<file path="config.mk">
export PLATFORM = sky130hd
export DESIGN_NAME = hazard_ctrl
export DESIGN_NICKNAME = d
export VERILOG_FILES = /design/src/rtl/hazard_pkg.sv /design/src/rtl/hazard_fwd_unit.sv /design/src/rtl/hazard_ctrl.sv
export SDC_FILE = /design/constraint.sdc
export NUM_CORES = 1
export LEC_CHECK = 0
export ABC_AREA = 1
export CORE_UTILIZATION = 37
export CTS_CLUSTER_DIAMETER = 50
export CTS_CLUSTER_SIZE = 16
export DETAILED_ROUTE_END_ITERATION = 16
export PLACE_DENSITY = 0.95
export SLEW_MARGIN = 10
export SYNTH_ARGS = -nofsm -noshare
export SYNTH_HDL_FRONTEND = slang
export SYNTH_SLANG_ARGS = --single-unit
</file>
<file path="constraint.sdc">
create_clock -name CLK -period 2.4 [get_ports CLK]
set_clock_uncertainty 0.15 [all_clocks]
set_input_delay 0.48 -clock CLK [delete_from_list [all_inputs] [get_ports CLK]]
set_output_delay 0.48 -clock CLK [all_outputs]
set_load 0.01 [all_outputs]
</file>
<file path="src/rtl/hazard_pkg.sv">
// Shared types and constants for the pipeline hazard controller.
// Imported by hazard_fwd_unit and hazard_ctrl.
package hazard_pkg;

    typedef enum logic [1:0] {
        RUN     = 2'd0,
        MEMWAIT = 2'd1,
        MDWAIT  = 2'd2,
        FAULT   = 2'd3
    } hz_state_e;

    localparam logic [1:0] FWD_RF = 2'b00;
    localparam logic [1:0] FWD_W  = 2'b01;
    localparam logic [1:0] FWD_M  = 2'b10;

    localparam logic [1:0] RESULTSRC_LOAD = 2'b01;

endpackage

</file>
<file path="src/rtl/hazard_fwd_unit.sv">
// E-stage operand forwarding select for one source register.
// The M-stage ALU result wins over the W-stage result; x0 is never forwarded.
module hazard_fwd_unit
    import hazard_pkg::*;
(
    input  logic [4:0] rs,
    input  logic [4:0] rdM,
    input  logic [4:0] rdW,
    input  logic       regwriteM,
    input  logic       regwriteW,
    output logic [1:0] fwd
);

    always_comb begin
        fwd = FWD_RF;
        if (regwriteM && rdM != 5'd0 && rdM == rs) begin
            fwd = FWD_M;
        end else if (regwriteW && rdW != 5'd0 && rdW == rs) begin
            fwd = FWD_W;
        end
    end

endmodule

</file>
<file path="src/rtl/hazard_ctrl.sv">
// Hazard controller: forwarding, load-use stalls, branch flushes, mem/muldiv freezes.
// Define HAZARD_PERF_CNT_EN to build the stallcnt/flushcnt performance counters.
module hazard_ctrl
    import hazard_pkg::*;
#(
    parameter int MEM_TIMEOUT = 255,
    parameter int TO_W        = 8
) (
    input  logic        CLK,
    input  logic        RST,
    input  logic [4:0]  rs1D,
    input  logic [4:0]  rs2D,
    input  logic [4:0]  rs1E,
    input  logic [4:0]  rs2E,
    input  logic [4:0]  rdE,
    input  logic [4:0]  rdM,
    input  logic [4:0]  rdW,
    input  logic        regwriteM,
    input  logic        regwriteW,
    input  logic [1:0]  resultsrcE,
    input  logic [1:0]  pcsrcE,
    input  logic        memreqM,
    input  logic        memackM,
    input  logic        mdvalidE,
    input  logic        mddone,
    output logic [1:0]  forwardAE,
    output logic [1:0]  forwardBE,
    output logic        stallF,
    output logic        stallD,
    output logic        stallE,
    output logic        stallM,
    output logic        flushD,
    output logic        flushE,
    output logic        flushM,
    output logic        flushW,
    output logic        mdstart,
    output logic        fault,
    output logic [31:0] stallcnt,
    output logic [31:0] flushcnt
);

    localparam logic [TO_W-1:0] TO_ONE  = TO_W'(1);
    localparam logic [TO_W-1:0] TO_LAST = TO_W'(MEM_TIMEOUT - 1);

    hz_state_e       state, state_nx;
    logic [TO_W-1:0] tocnt, tocnt_nx;
    logic            fault_q;
    logic            memstall, loaduse, redirect;
    logic            md_go;
    logic [1:0]      fwda, fwdb;
    // stall = {F,D,E,M}, flush = {D,E,M,W}
    logic [3:0]      stall, flush;

    assign memstall = memreqM && !memackM;
    assign redirect = pcsrcE != 2'b00;
    assign loaduse  = resultsrcE == RESULTSRC_LOAD && rdE != 5'd0 &&
                      (rdE == rs1D || rdE == rs2D);

    hazard_fwd_unit u_fwd_a (
        .rs        (rs1E),
        .rdM       (rdM),
        .rdW       (rdW),
        .regwriteM (regwriteM),
        .regwriteW (regwriteW),
        .fwd       (fwda)
    );

    hazard_fwd_unit u_fwd_b (
        .rs        (rs2E),
        .rdM       (rdM),
        .rdW       (rdW),
        .regwriteM (regwriteM),
        .regwriteW (regwriteW),
        .fwd       (fwdb)
    );

    always_ff @(posedge CLK or posedge RST) begin
        if (RST) begin
            state   <= RUN;
            tocnt   <= '0;
            fault_q <= 1'b0;
        end else begin
            state   <= state_nx;
            tocnt   <= tocnt_nx;
            fault_q <= fault_q | (state_nx == FAULT);
        end
    end

    always_comb begin
        state_nx = state;
        tocnt_nx = tocnt;
        stall    = 4'b0000;
        flush    = 4'b0000;
        md_go    = 1'b0;
        unique case (state)
            FAULT: begin
                stall = 4'b1111;
                flush = 4'b0001;
            end
            MDWAIT: begin
                if (mddone) begin
                    state_nx = RUN;
                end else begin
                    stall = 4'b1110;
                    flush = 4'b0010;
                end
            end
            default: begin
                // RUN, and MEMWAIT once the access completes, share one rule set
                if (memstall) begin
                    stall    = 4'b1111;
                    flush    = 4'b0001;
                    tocnt_nx = tocnt + TO_ONE;
                    if (state == RUN) begin
                        tocnt_nx = TO_ONE;
                        state_nx = (MEM_TIMEOUT <= 1) ? FAULT : MEMWAIT;
                    end else if (tocnt == TO_LAST) begin
                        state_nx = FAULT;
                    end
                end else if (mdvalidE) begin
                    md_go    = 1'b1;
                    stall    = 4'b1110;
                    flush    = 4'b0010;
                    state_nx = MDWAIT;
                end else begin
                    state_nx = RUN;
                    if (redirect) begin
                        flush = 4'b1100;
                    end else if (loaduse) begin
                        stall = 4'b1100;
                        flush = 4'b0100;
                    end
                end
            end
        endcase
    end

    assign {stallF, stallD, stallE, stallM} = RST ? 4'b0000 : stall;
    assign {flushD, flushE, flushM, flushW} = RST ? 4'b1111 : flush;
    assign mdstart   = !RST && md_go;
    assign forwardAE = RST ? FWD_RF : fwda;
    assign forwardBE = RST ? FWD_RF : fwdb;
    assign fault     = fault_q;

`ifdef HAZARD_PERF_CNT_EN
    logic [31:0] stallcnt_q, flushcnt_q;
    logic        brflush;

    assign brflush = (state == RUN || state == MEMWAIT) &&
                     !memstall && !mdvalidE && redirect;

    always_ff @(posedge CLK or posedge RST) begin
        if (RST) begin
            stallcnt_q <= 32'd0;
            flushcnt_q <= 32'd0;
        end else begin
            if (|stall) begin
                stallcnt_q <= stallcnt_q + 32'd1;
            end
            if (brflush) begin
                flushcnt_q <= flushcnt_q + 32'd1;
            end
        end
    end

    assign stallcnt = stallcnt_q;
    assign flushcnt = flushcnt_q;
`else
    assign stallcnt = 32'd0;
    assign flushcnt = 32'd0;
`endif

endmodule

</file>
==> results.txt <==
- Relative to the synthesized area, the layout overhead comes to 35.2%.
* Setup violations, final: 0
- Fraction of the yosys area taken by sequential cells: 16.6%
* Instance count of the mapped netlist: 248
- The worst-case IR drop observed on VDD is 266 uV.
- Fraction of final layout cells with drive strength greater than 1: 14.2%
* Mux cell area share after synthesis: 0%
- In this run the tool buffered the top-level ports with 60 buffer cells.
- Post-synthesis register bit count: 11
- Number of maximum-capacitance constraint violations: 0
* Mean cell area of the mapped netlist: 6.71 um2
- Main combinational cell family by area after synthesis: buffers and inverters
* Placeable core region: 0.00432 mm2
- The min-delay analysis places its worst path in the category flop to flop.
- Derived from the worst setup path, the maximum achievable clock frequency is 431 MHz.
- Via count of the first global-routing pass: 1,393
- TritonCTS built the clock tree.
- Basic-gate share of the synthesized area counting and, or, nand and nor cells: between 20% and 30%
* RSZ-0062 raised after global routing: false
* Cell Area, Synth: ~0.0017 mm2
* Final Cycle Share: between 90 and 100%
* Detail Placement HPWL: 3100 um
- Static leakage: 0.00130 uW
- Summed over all layers, the routed wires come to 3730 um.
- between 100 and 150 I/O pins were placed.
- The clock net in this run drives a total of 11 sinks.
* Buffer depth of the longest clock path: 2
- For this configuration, the core starts out at a cell density of 38.5%.
- Kind of critical path: input pin to output pin
- Net total in the final layout: 374
- DRC violation total after the first TritonRoute iteration: 34
* Ant diodes: 0
* Die height: 69.0 um
- The synthesized netlist devotes 11.1% of its cell area to XOR and XNOR gates.
- Final routed wire length divided by cell count: 9.91 um
- Final standard cell area without fillers: 0.00225 mm2
* Highest-count cells in the layout ignoring fill and taps: 64 x sky130_fd_sc_hd__conb_1, 42 x sky130_fd_sc_hd__nand2_1, 26 x sky130_fd_sc_hd__nor2_1, 22 x sky130_fd_sc_hd__inv_1, 21 x sky130_fd_sc_hd__dlygate4sd2_1
- Root buffer selected by CTS: sky130_fd_sc_hd__clkbuf_8
- Count of TritonRoute iterations in the first routing pass: 4
* Number of vias per cell after detailed routing: 4.10
* Antenna Nets Post-Route: 0
* Critical Path Fanout Max: 2
- In this run, post-CTS hold repair placed 0 buffers.
- Power Dens Cells: 270 mW/mm2
* Time the worst path needs with I/O delays and setup: 2.32 ns
- Number of warning messages in the yosys log: 0
- The congestion estimate from routability-driven global placement came to 0.867.
- The library cell used most frequently in the layout, excluding fill and tap cells, is sky130_fd_sc_hd__conb_1.
- The synthesized netlist devotes 6.85% of its cell area to compound gates.
- Global routing used between 15 and 20% of the available tracks.
- The synthesized netlist devotes 1.50% of its cell area to adder and majority cells.
- Synth unique cells: 29
- Entering global routing, the biggest net connects 8 pins.
- Across all layers, the routed design uses around 1,500 vias.
* CP endpoint kind: output pin
* Clock insertion delay at the later pin of the skew report: 0.24 ns
- The first global-routing pass estimated about 6000 um of wire.
* Total CTS buffers: 3
- Final routed DRC violation total: 0
* Die width: 69.0 um
- The die covers 0.00477 mm2.
- Initial antenna violation count: 0
- The number of hold-slack violations in the final timing report came to 0.
- STA puts the critical path data required time at between 1.5 and 2 ns.
* Worst Hold Slack: 0.303 ns
- Floorplan row count: 24
- After clock tree synthesis, the clock-pin slew on the worst setup and hold paths is 0.05 ns.
- The placed instances occupy a cell area of 0.00219 mm2.
* Post-CTS setup buffers: 0
* WP data arrival: 1.69 ns
- Gr ovfl total: 0
* Run status: finished clean
* Fin. max-slew vios: 0
- CTS built an H-tree with a depth of 1.
- Startpoint kind of the worst setup timing path: input pin
metrics by stage:
step | std cells | setup TNS (ns) | setup slack [ns] | power (uW) | utilization [%]
final | 376 | 0 | 0.0797 | 607 | 52.0
after global placement | 372 | -3.55 | -0.425 | 431 | 50.8
after floorplan | 311 | 0 | 0.397 | 379 | -
after CTS | 376 | -0.0834 | -0.0834 | 616 | 51.4
after global routing | 376 | 0 | 0.00235 | 651 | 52.0
after detailed placement | 372 | -3.90 | -0.494 | 435 | 50.8
critical path, cell delays in order:
cell and delay (ns):
sky130_fd_sc_hd__clkdlybuf4s50_1 0.50, sky130_fd_sc_hd__xnor2_1 0.12, sky130_fd_sc_hd__nand2_1 0.06, sky130_fd_sc_hd__nor3_1 0.15, sky130_fd_sc_hd__nand3_1 0.10, sky130_fd_sc_hd__nor2b_1 0.13
sky130_fd_sc_hd__buf_2 0.14
per-layer routing:
| metal | track usage [%] | up-vias | wire length [um] |
|---|---|---|---|
| met2 | 28.3 | 82 | 1960 |
| met1 | 17.3 | 667 | 1480 |
| met5 | 0 | - | 0 |
| met3 | 3.95 | 2 | 277 |
| met4 | 2.72 | 0 | 9 |
| li1 | - | 790 | - |
cell usage after synthesis:
master | instances | area share, %
sky130_fd_sc_hd__buf_4 | 65 | 29
sky130_fd_sc_hd__nand2_1 | 45 | 10
sky130_fd_sc_hd__nor2_1 | 27 | 6.1
sky130_fd_sc_hd__inv_1 | 23 | 5.2
sky130_fd_sc_hd__xor2_1 | 15 | 7.9
sky130_fd_sc_hd__nand3_1 | 13 | 3.9
sky130_fd_sc_hd__dfrtp_1 | 11 | 17
sky130_fd_sc_hd__o21ai_0 | 7 | 2.1
sky130_fd_sc_hd__xnor2_1 | 6 | 3.2
sky130_fd_sc_hd__a21oi_1 | 5 | 1.5
sky130_fd_sc_hd__nor3_1 | 5 | 1.5
sky130_fd_sc_hd__nand3_2 | 3 | 1.8
sky130_fd_sc_hd__ha_1 | 2 | 1.5
sky130_fd_sc_hd__inv_2 | 2 | 0.45
sky130_fd_sc_hd__nand4_1 | 2 | 0.75
sky130_fd_sc_hd__nor2_4 | 2 | 1.4
sky130_fd_sc_hd__nor2b_1 | 2 | 0.75
sky130_fd_sc_hd__o21a_1 | 2 | 0.90
sky130_fd_sc_hd__a21o_1 | 1 | 0.45
sky130_fd_sc_hd__a21oi_2 | 1 | 0.53
sky130_fd_sc_hd__a31oi_1 | 1 | 0.38
sky130_fd_sc_hd__clkinv_1 | 1 | 0.23
sky130_fd_sc_hd__conb_1 | 1 | 0.23
sky130_fd_sc_hd__nand2_2 | 1 | 0.38
sky130_fd_sc_hd__nand3_4 | 1 | 1.1
sky130_fd_sc_hd__nand3b_1 | 1 | 0.45
sky130_fd_sc_hd__nor2_2 | 1 | 0.38
sky130_fd_sc_hd__o21ai_2 | 1 | 0.53
sky130_fd_sc_hd__o21bai_1 | 1 | 0.45
cell type report:
| class | count | area (um2) |
|---|---|---|
| Sequential cell | 11 | 275 |
| Tap cell | 52 | 65.1 |
| Fill cell | 442 | 2080 |
| Inverter | 26 | 98.8 |
| Timing Repair Buffer | 74 | 689 |
| Multi-Input combinational cell | 209 | 1070 |
| Clock buffer | 4 | 45.0 |
sequential cells by signal, indices dropped and copies added, names as in the netlist:
signal and flops:
state 2, tocnt 8, fault 1
power breakdown:
part / total [uW] / leakage [uW] / switching [uW] / internal, uW
clock network: 184 / 0.0000228 / 67.4 / 116
logic: 237 / 0.00115 / 131 / 106
registers: 186 / 0.000128 / 0 / 186
total: 607 / 0.00130 / 198 / 409
final timing paths:
| path | startpoint | end | slack, ns | depth (start not counted) |
|---|---|---|---|---|
| setup / recovery | rs1E[4] | forwardAE[0] | 0.08 | 7 |
| hold / removal | fault$_DFF_PP0_ | fault$_DFF_PP0_ | 0.30 | 1 |
| setup reg to reg | state[1]$_DFF_PP0_ | tocnt[7]$_DFFE_PP0P_ | 0.87 | 9 |
| hold reg to reg | fault$_DFF_PP0_ | fault$_DFF_PP0_ | 0.30 | 1 |
| max in group asynchronous | RST | tocnt[5]$_DFFE_PP0P_ | 1.46 | 4 |
| min in group asynchronous | RST | tocnt[2]$_DFFE_PP0P_ | 0.53 | 4 |
what timing repair did:
action	in CTS	in global routing
setup endpoints to repair	13	9
gates resized for setup	46	26
pin swaps	4	9
cells by family (layout without fill, tap and decap cells):
group / count (synthesis) / after routing
AOI/OAI and AO/OA: 19 / 19
xor gates and xnor gates: 21 / 21
adders and majority gates: 2 / 2
buffers and inverters: 91 / 104
DFF: 11 / 11
other: 1 / 64
and+or+nand+nor: 103 / 103
Note: power is estimated with default switching activity, not from simulation.
